--- config.mk ---
export PLATFORM = sky130hd
export DESIGN_NAME = adder_tree_accum
export DESIGN_NICKNAME = d
export VERILOG_FILES = /design/src/rtl/adder_tree_accum.sv
export SDC_FILE = /design/constraint.sdc
export NUM_CORES = 1
export LEC_CHECK = 0
export CAP_MARGIN = 20
export CORE_ASPECT_RATIO = 1.2
export CORE_UTILIZATION = 38
export DETAILED_ROUTE_END_ITERATION = 10
export GPL_ROUTABILITY_DRIVEN = 0
export SLEW_MARGIN = 25
export SYNTH_ARGS = -nofsm -noshare
export SYNTH_HDL_FRONTEND = slang
export SYNTH_SLANG_ARGS = --single-unit
--- constraint.sdc ---
create_clock -name clk -period 2.5 [get_ports clk]
set_input_delay 0.5 -clock clk [delete_from_list [all_inputs] [get_ports clk]]
set_output_delay 0.5 -clock clk [all_outputs]
set_load 0.01 [all_outputs]
--- src/rtl/adder_tree_accum.sv ---
// Frame accumulator behind the registered adder tree: sums a programmable number of
// accepted beats into a saturating wide accumulator and presents the total on a valid/ready port.
module adder_tree_accum #(
    parameter int unsigned IN_WIDTH  = 21,
    parameter int unsigned ACC_WIDTH = 32,
    parameter int unsigned CNT_WIDTH = 8
) (
    input  logic                 clk,
    input  logic                 rst_n,
    input  logic                 start,
    input  logic [CNT_WIDTH-1:0] frame_len,
    input  logic                 sync_clr,
    input  logic                 in_valid,
    input  logic [IN_WIDTH-1:0]  in_sum,
    output logic                 in_ready,
    output logic                 out_valid,
    input  logic                 out_ready,
    output logic [ACC_WIDTH-1:0] out_sum,
    output logic [CNT_WIDTH-1:0] out_count,
    output logic                 overflow,
    output logic                 busy
);

    typedef enum logic [1:0] {S_IDLE, S_ACCUM, S_HOLD} state_t;

    localparam logic [CNT_WIDTH-1:0] CNT_ONE = CNT_WIDTH'(1);

    state_t                 r_state;
    state_t                 w_state_nxt;
    logic [ACC_WIDTH-1:0]   r_acc;
    logic [CNT_WIDTH-1:0]   r_cnt;
    logic [CNT_WIDTH-1:0]   r_len;
    logic [ACC_WIDTH-1:0]   r_out_sum;
    logic [CNT_WIDTH-1:0]   r_out_count;
    logic                   r_out_valid;
    logic                   r_overflow;

    logic                   w_beat;
    logic                   w_last;
    logic                   w_start_ok;
    logic [ACC_WIDTH:0]     w_sum_ext;
    logic                   w_carry;
    logic [ACC_WIDTH-1:0]   w_acc_nxt;

    assign w_beat     = (r_state == S_ACCUM) && in_valid;
    assign w_last     = (r_cnt == (r_len - CNT_ONE));
    assign w_start_ok = start && (frame_len != '0);

    // One extra bit on the add exposes the carry used for saturation.
    assign w_sum_ext  = {1'b0, r_acc} + {{(ACC_WIDTH + 1 - IN_WIDTH){1'b0}}, in_sum};
    assign w_carry    = w_sum_ext[ACC_WIDTH];
    assign w_acc_nxt  = w_carry ? '1 : w_sum_ext[ACC_WIDTH-1:0];

    always_ff @(posedge clk or negedge rst_n) begin
        if (!rst_n) begin
            r_state <= S_IDLE;
        end else begin
            r_state <= w_state_nxt;
        end
    end

    always_comb begin
        w_state_nxt = r_state;
        if (sync_clr) begin
            w_state_nxt = S_IDLE;
        end else begin
            case (r_state)
                S_IDLE:  if (w_start_ok)           w_state_nxt = S_ACCUM;
                S_ACCUM: if (w_beat && w_last)     w_state_nxt = S_HOLD;
                S_HOLD:  if (out_ready)            w_state_nxt = S_IDLE;
                default:                           w_state_nxt = S_IDLE;
            endcase
        end
    end

    always_comb begin
        in_ready = (r_state == S_ACCUM);
        busy     = (r_state != S_IDLE);
    end

    always_ff @(posedge clk or negedge rst_n) begin
        if (!rst_n) begin
            r_acc       <= '0;
            r_cnt       <= '0;
            r_len       <= '0;
            r_out_sum   <= '0;
            r_out_count <= '0;
            r_out_valid <= 1'b0;
            r_overflow  <= 1'b0;
        end else if (sync_clr) begin
            r_acc       <= '0;
            r_cnt       <= '0;
            r_out_valid <= 1'b0;
            r_overflow  <= 1'b0;
        end else begin
            case (r_state)
                S_IDLE: begin
                    if (w_start_ok) begin
                        r_len      <= frame_len;
                        r_acc      <= '0;
                        r_cnt      <= '0;
                        r_overflow <= 1'b0;
                    end
                end
                S_ACCUM: begin
                    if (w_beat) begin
                        r_acc <= w_acc_nxt;
                        r_cnt <= r_cnt + CNT_ONE;
                        if (w_carry) begin
                            r_overflow <= 1'b1;
                        end
                        if (w_last) begin
                            r_out_sum   <= w_acc_nxt;
                            r_out_count <= r_len;
                            r_out_valid <= 1'b1;
                        end
                    end
                end
                S_HOLD: begin
                    if (out_ready) begin
                        r_out_valid <= 1'b0;
                        r_acc       <= '0;
                        r_cnt       <= '0;
                    end
                end
                default: begin
                    r_out_valid <= 1'b0;
                end
            endcase
        end
    end

    assign out_valid = r_out_valid;
    assign out_sum   = r_out_sum;
    assign out_count = r_out_count;
    assign overflow  = r_overflow;

endmodule

==> results.toml, run 1 <==
[outcome]
status = "complete, but fails checks"
failed_checks = "design-rule violations"

[final_layout]
final_layout_size_suffix_gt1_share_pct = 26.14
mostFrequentLayoutCell = "dfrtp_1"
final_cell_mix = "92 x dfrtp_1, 84 x nand2_1, 79 x buf_4, 62 x clkdlybuf4s50_1, 53 x nor2_1"
antenna-diode-count = 0
synthToLayoutAreaGrowth_pct = 42.63
stdcell_count = 940
fin_nets = 823

[logic_synthesis]
synth_nets = 670
synthFlopType = "dfrtp_1"
yosysTopAreaCell = "dfrtp_1"
seq_area_frac_synth_pct = 41.70
synth.top_cell.area_share_pct = 41.70
postSynthAreaPerCell_um2 = 9.035
ys_ff_latch = 92
synth_edf_count = 0
synth.distinct_cells = 70
synthCells = 611
synthArstFlopShare_pct = 100.0
ys_warn_count = 0
synth_top_cells_by_area = "dfrtp_1 42%, nand2_1 5.8%, ha_1 5.2%"
syn_area_um2 = 5520

[place]
placed_cells = 906
dp_hpwl_um = 10800
numPortBuffers = 78

[grt]
grt_max_degree = 59
gr-total-overflow = 0
grt_usage_pct = 20.86
grt_pass1_wl_um = 24810
grt_pass1_vias = 5164
antenna_found_initial = 0

[critical_path]
cp-end-kind = "flop"
crit_fanout = 5
worstSetupPathType = "in -> reg"
r2r_slack_ns = 0.08
r2r-start = "r_acc[0]"
rr_endpoint = "out_sum[14]"
crit_path_top_delay_cell = "clkdlybuf4s50_1"
worstPathCellList = "clkdlybuf4s50_1 > ha_1 > buf_4 > a21o_1 > a31oi_2 > and3_4 > a21oi_4 > and4_4 > nor3b_4 > o31ai_2"
required_ns = 2.76
cp-startpoint = "in_sum[14]"
ff2ff_path_depth = 10
cp_top_family = "compound AO/OA/AOI/OAI gates"
slowest_delay_ns = 0.42
critPathArrivalTime_ns = 2.74
cp.buffers_inverters = 2
crit_end = "out_sum[31]"
worst-path-stages = 10
start_kind = "primary input"

[clock_network]
cts.sinks = 92
cts_tree = "built"
cts_buffers = 9
htreeDepth = 3
clkTransAtPathRegs_ns = 0.07
root_buffer = "clkbuf_16"
hold_buffers = 0
cts.path.max_buffers = 2
worstSkewPairLatency_ns = 0.36

[power]
irDropWorstVdd_uv = 284.7
internal-power_mw = 2.973
power.total_mw = 4.214
p_per_area_nw_per_um2 = 535.2
leakagePower_nw = 3.527
comb_power_share_pct = 25.3
clkPwrFrac_pct = 34.2
power_frac_seq_pct = 40.4
switchingPower_mw = 1.241
swShare_pct = 29.45

[timing]
min_period_ns = 2.479
tightest_slew_ns = 0.4698
rsz0062_at_grt = "yes"
setup_violations = 0
hold_violations = 0
maxSlewHeadroom_pct = 68.68
fin_skew_ns = 0.008302
fin_crit_sh_pct = 99.18
fmax_mhz = 403.3
slew_violations = 0

[die]
start_util_pct = 39.44
rows = 47
die_w_um = 112.0
io_pins = 79
dieArea_um2 = 15010
core_area_um2 = 14000
die_y_um = 134.0

[route]
vias = 4991
drt_first_pass_iters = 7
avgViaCountPerCell = 5.310
drc = 7
routed_wl_um = 15160
routedWlPerCell_um = 16.13
drtIter0Drc = 252
ant_nets = 0

[min_path]
min_path_type = "in -> async"

[job]
cap_violations = 0
how the worst min path moves through the flow:
| stage | endpoint | depth (start not counted) | startpoint |
|---|---|---|---|
| after global placement | out_count[2] | 2 | out_count[2] |
| final | out_sum[8] | 1 | rst_n |
| after global routing | out_sum[8] | 1 | rst_n |
| after CTS | out_sum[8] | 1 | rst_n |
| after floorplan | out_count[0] | 0 | rst_n |
| after detailed placement | out_count[6] | 2 | out_count[6] |
cells in the mapped netlist (3+ instances only):
library cell  count
dfrtp_1          92
nand2_1          85
nor2_1           56
o21ai_0          56
a21oi_1          42
o21ai_1          33
ha_1             23
xnor2_1          21
nand3_1          14
a21o_1           12
a31oi_1          12
inv_1            12
xor2_1           12
clkbuf_1         11
and3_1            9
mux2_2            8
buf_2             7
buf_6             7
nand2b_1          6
nand4_1           6
nor3_1            6
a21oi_2           4
a22o_1            4
buf_4             4
nand2_2           4
nand3b_1          4
o21a_1            4
and4_1            3
nor2b_1           3
o22ai_1           3
through the flow:
| step | TNS, ns | util (%) | hold slack [ns] | area (um^2) | setup slack (ns) |
|---|---|---|---|---|---|
| 2_1_floorplan | 0 | - | 0.2044 | 5529 | 0.04102 |
| 3_3_place_gp | -36.01 | 50.16 | 0.4557 | 7020 | -0.6593 |
| 3_5_place_dp | -38.55 | 50.16 | 0.4589 | 7020 | -0.7190 |
| 4_1_cts | 0 | 53.58 | 0.1112 | 7500 | 0.009615 |
| 5_1_grt | -0.06352 | 56.26 | 0.1248 | 7874 | -0.04618 |
| 6_report | 0 | 56.26 | 0.08890 | 7874 | 0.02060 |
final cells by class:
| cell class | instances | area (um^2) |
|---|---|---|
| tap | 171 | 214.0 |
| fill | 1232 | 6122 |
| timing repair buffer | 172 | 1655 |
| multi-input combinational | 477 | 3346 |
| sequential | 92 | 2302 |
| clock buffer | 10 | 239.0 |
| clock inverter | 6 | 72.57 |
| inverter | 12 | 45.04 |
logic make-up after synthesis:
logic type / count (synthesis) / share of synthesized area [%]
AO/OA/AOI/OAI: 192 / 21.49
XOR/XNOR: 33 / 5.236
adder cells (fa/ha/maj): 24 / 5.576
buffers and inverters: 43 / 4.352
flip-flops: 92 / 41.70
multiplexers: 10 / 2.085
AND/OR/NAND/NOR: 217 / 19.56
sequential cells by signal, summed over array words and instances, names as in the netlist:
name,cells
out_sum,32
overflow,1
r_state,2
out_valid,1
out_count,8
r_acc,32
r_len,8
r_cnt,8
power by group through the flow:
stage / clock (mW) / sequential [mW] / combinational (mW)
3_3_place_gp: 0 / 1.72 / 0.961
2_1_floorplan: 0 / 1.73 / 0.489
6_report: 1.44 / 1.70 / 1.07
5_1_grt: 1.53 / 1.72 / 1.17
4_1_cts: 1.48 / 1.70 / 1.01
3_5_place_dp: 0 / 1.73 / 0.977
layer usage:
| layer | vias to the layer above | GRT usage, % | routed length, um |
|---|---|---|---|
| li1 | 2456 | - | - |
| met1 | 2395 | 23.95 | 6197 |
| met2 | 102 | 37.47 | 7975 |
| met3 | 38 | 3.570 | 466 |
| met4 | 0 | 10.22 | 523 |
| met5 | - | 0 | 0 |
worst reg2reg max path, stage by stage, from the launching register on:
cell and delay (ns):
dfrtp_1 0.39, ha_2 0.22, fa_2 0.39, a211oi_2 0.25, o211ai_2 0.18, a21boi_2 0.22, o21ba_4 0.19, buf_4 0.11
xnor2_1 0.05, nor2_1 0.22, o21ai_1 0.10
timing repair:
action,4_1_cts,5_1_grt
endpoints found under the hold margin,0,0
setup buffers,5,11
pin swaps,21,24
gates resized for setup,26,59
endpoints found under the setup margin,64,71
gates cloned,1,1
Note: power is estimated with default switching activity, not from simulation.
==> run 2: changes to the inputs <==
--- a/config.mk
+++ b/config.mk
@@ -5,7 +5,6 @@
 export SDC_FILE = /design/constraint.sdc
 export NUM_CORES = 1
 export LEC_CHECK = 0
-export CAP_MARGIN = 20
 export CORE_ASPECT_RATIO = 1.2
 export CORE_UTILIZATION = 38
 export DETAILED_ROUTE_END_ITERATION = 10
==> results of run 2 <==
Same layout as run 1: the final DEF is identical, and so are final timing and power.
==> run 3: changes to the inputs <==
--- a/config.mk
+++ b/config.mk
@@ -6,9 +6,11 @@
 export NUM_CORES = 1
 export LEC_CHECK = 0
 export CORE_ASPECT_RATIO = 1.2
+export CORE_MARGIN = 8
 export CORE_UTILIZATION = 38
 export DETAILED_ROUTE_END_ITERATION = 10
 export GPL_ROUTABILITY_DRIVEN = 0
+export PLACE_DENSITY_LB_ADDON = 0.15
 export SLEW_MARGIN = 25
 export SYNTH_ARGS = -nofsm -noshare
 export SYNTH_HDL_FRONTEND = slang
==> results.toml, run 3 (same netlist as run 1, synthesis figures left out) <==
[route]
routedWlPerCell_um = 16.72
wl_met3_um = 579
drt_first_pass_iters = 4
met1_length_um = 6557
highest_layer = "met4"
drtIter0Drc = 256
avgViaCountPerCell = 5.252
wl_met2_um = 8186
ant_nets = 0
routed_wl_um = 15700
vias = 4932
drc = 0

[grt]
grt_pass1_vias = 5049
antenna_found_initial = 0
grt_pass1_wl_um = 25320
gr-total-overflow = 0
grt_usage_pct = 16.88
grt_max_degree = 42

[final_layout]
final_layout_size_suffix_gt1_share_pct = 25.00
mostFrequentLayoutCell = "dfrtp_1"
antenna-diode-count = 0
final_cell_mix = "91 x dfrtp_1, 83 x nand2_1, 80 x buf_4, 66 x clkdlybuf4s50_1, 54 x nor2_1"
utilization_pct = 54.31
synthToLayoutAreaGrowth_pct = 40.62
fin_nets = 818

[critical_path]
worstSetupPathType = "in -> reg"
cp_top_family = "buffers and inverters"
cp-end-kind = "flop"
crit_fanout = 3
ff2ff_path_depth = 10
critPathArrivalTime_ns = 2.74
start_kind = "primary input"
required_ns = 2.78
slowest_delay_ns = 0.52
worst-path-stages = 10
crit_path_top_delay_cell = "clkdlybuf4s50_1"
cp.buffers_inverters = 3
worstPathCellList = "clkdlybuf4s50_1 > ha_4 > buf_4 > a21boi_2 > a21oi_2 > o21ai_2 > buf_4 > or3b_1 > and4_1 > a21oi_2"

[place]
dp_hpwl_um = 11440
post-place-ws_ns = -0.7021
numPortBuffers = 78

[die]
dieArea_um2 = 18660
die_w_um = 126.0
rows = 48
die_y_um = 148.0
core_area_um2 = 14290
io_pins = 79
start_util_pct = 38.62

[timing]
worst_slack_ns = 0.04342
maxSlewHeadroom_pct = 64.90
fmax_mhz = 407.1
min_period_ns = 2.457
fin_crit_sh_pct = 98.26
tightest_slew_ns = 0.5265
hold_violations = 0
final.setup.tns_ns = 0
fin_skew_ns = 0.01075
rsz0062_at_grt = "yes"
slew_violations = 0
hold-worst-slack_ns = 0.1192
setup_violations = 0

[min_path]
min_path_type = "in -> async"

[clock_network]
clkTransAtPathRegs_ns = 0.07
hold_buffers = 0
cts.sinks = 92
root_buffer = "clkbuf_16"
cts_tree = "built"
cts.path.max_buffers = 2
htreeDepth = 3
cts_buffers = 9
worstSkewPairLatency_ns = 0.35

[job]
cap_violations = 0

[outcome]
status = "finished, final reports clean"

[power]
switchingPower_mw = 1.217
comb_power_share_pct = 26.2
clkPwrFrac_pct = 31.6
power_frac_seq_pct = 42.1
leakagePower_nw = 3.401
internal-power_mw = 2.851
swShare_pct = 29.91
p_per_area_nw_per_um2 = 524.0
irDropWorstVdd_uv = 366.2
-- run 3: cell type report --
class	count	area, um^2
fillers	1331	6531
multi-input cells	476	3328
flip-flops and latches	92	2303
repair buffers	168	1597
clock buffers	11	232.7
well taps	175	219.0
inverters	12	45.04
clock inverters	5	37.54
-- run 3: worst paths after layout --
check                      slack (ns)    startpoint      endpoint
hold / removal                   0.12         rst_n    out_sum[4]
setup reg to reg                 0.05      r_acc[0]     r_acc[23]
setup / recovery                 0.04     in_sum[5]   out_sum[15]
hold reg to reg                  0.46  out_count[2]  out_count[2]
min in group clk                 0.46  out_count[2]  out_count[2]
max in group asynchronous        1.67         rst_n   out_sum[18]
-- run 3: through the flow --
stage	instances	total power [mW]	area [um^2]
after CTS	931	4.063	7495
after floorplan	611	2.221	5529
after detailed placement	913	2.723	7023
after global placement	913	2.702	7023
final	939	4.068	7762
after global routing	939	4.279	7762
-- run 3: timing repair --
item                                    CTS  global route
endpoints found under the setup margin   64            56
gates cloned                              0             1
resized for setup                        29            41
pin swaps                                13            24
buffers inserted                          2             7
-- run 3: worst register-to-register path: cells and delay by family (launching register included) --
family | cells | cell delay (ns)
compound gates | 4 | 0.63
flops | 1 | 0.42
buf+inv | 1 | 0.14
fa+ha+maj | 2 | 0.56
simple gates | 3 | 0.58
-- run 3: power by group through the flow --
stage                     logic (mW)  clock network (mW)  registers (mW)
after floorplan                0.489                   0            1.73
after global placement         0.971                   0            1.73
after detailed placement       0.989                   0            1.73
after CTS                       1.03                1.32            1.71
after global routing            1.17                1.38            1.73
final                           1.07                1.29            1.71
-- run 3: routing by layer --
| layer | vias to the layer above | global-route usage (%) |
|---|---|---|
| met5 | - | 0 |
| met2 | 85 | 30.74 |
| li1 | 2442 | - |
| met3 | 23 | 3.171 |
| met4 | 0 | 7.535 |
| met1 | 2382 | 18.68 |
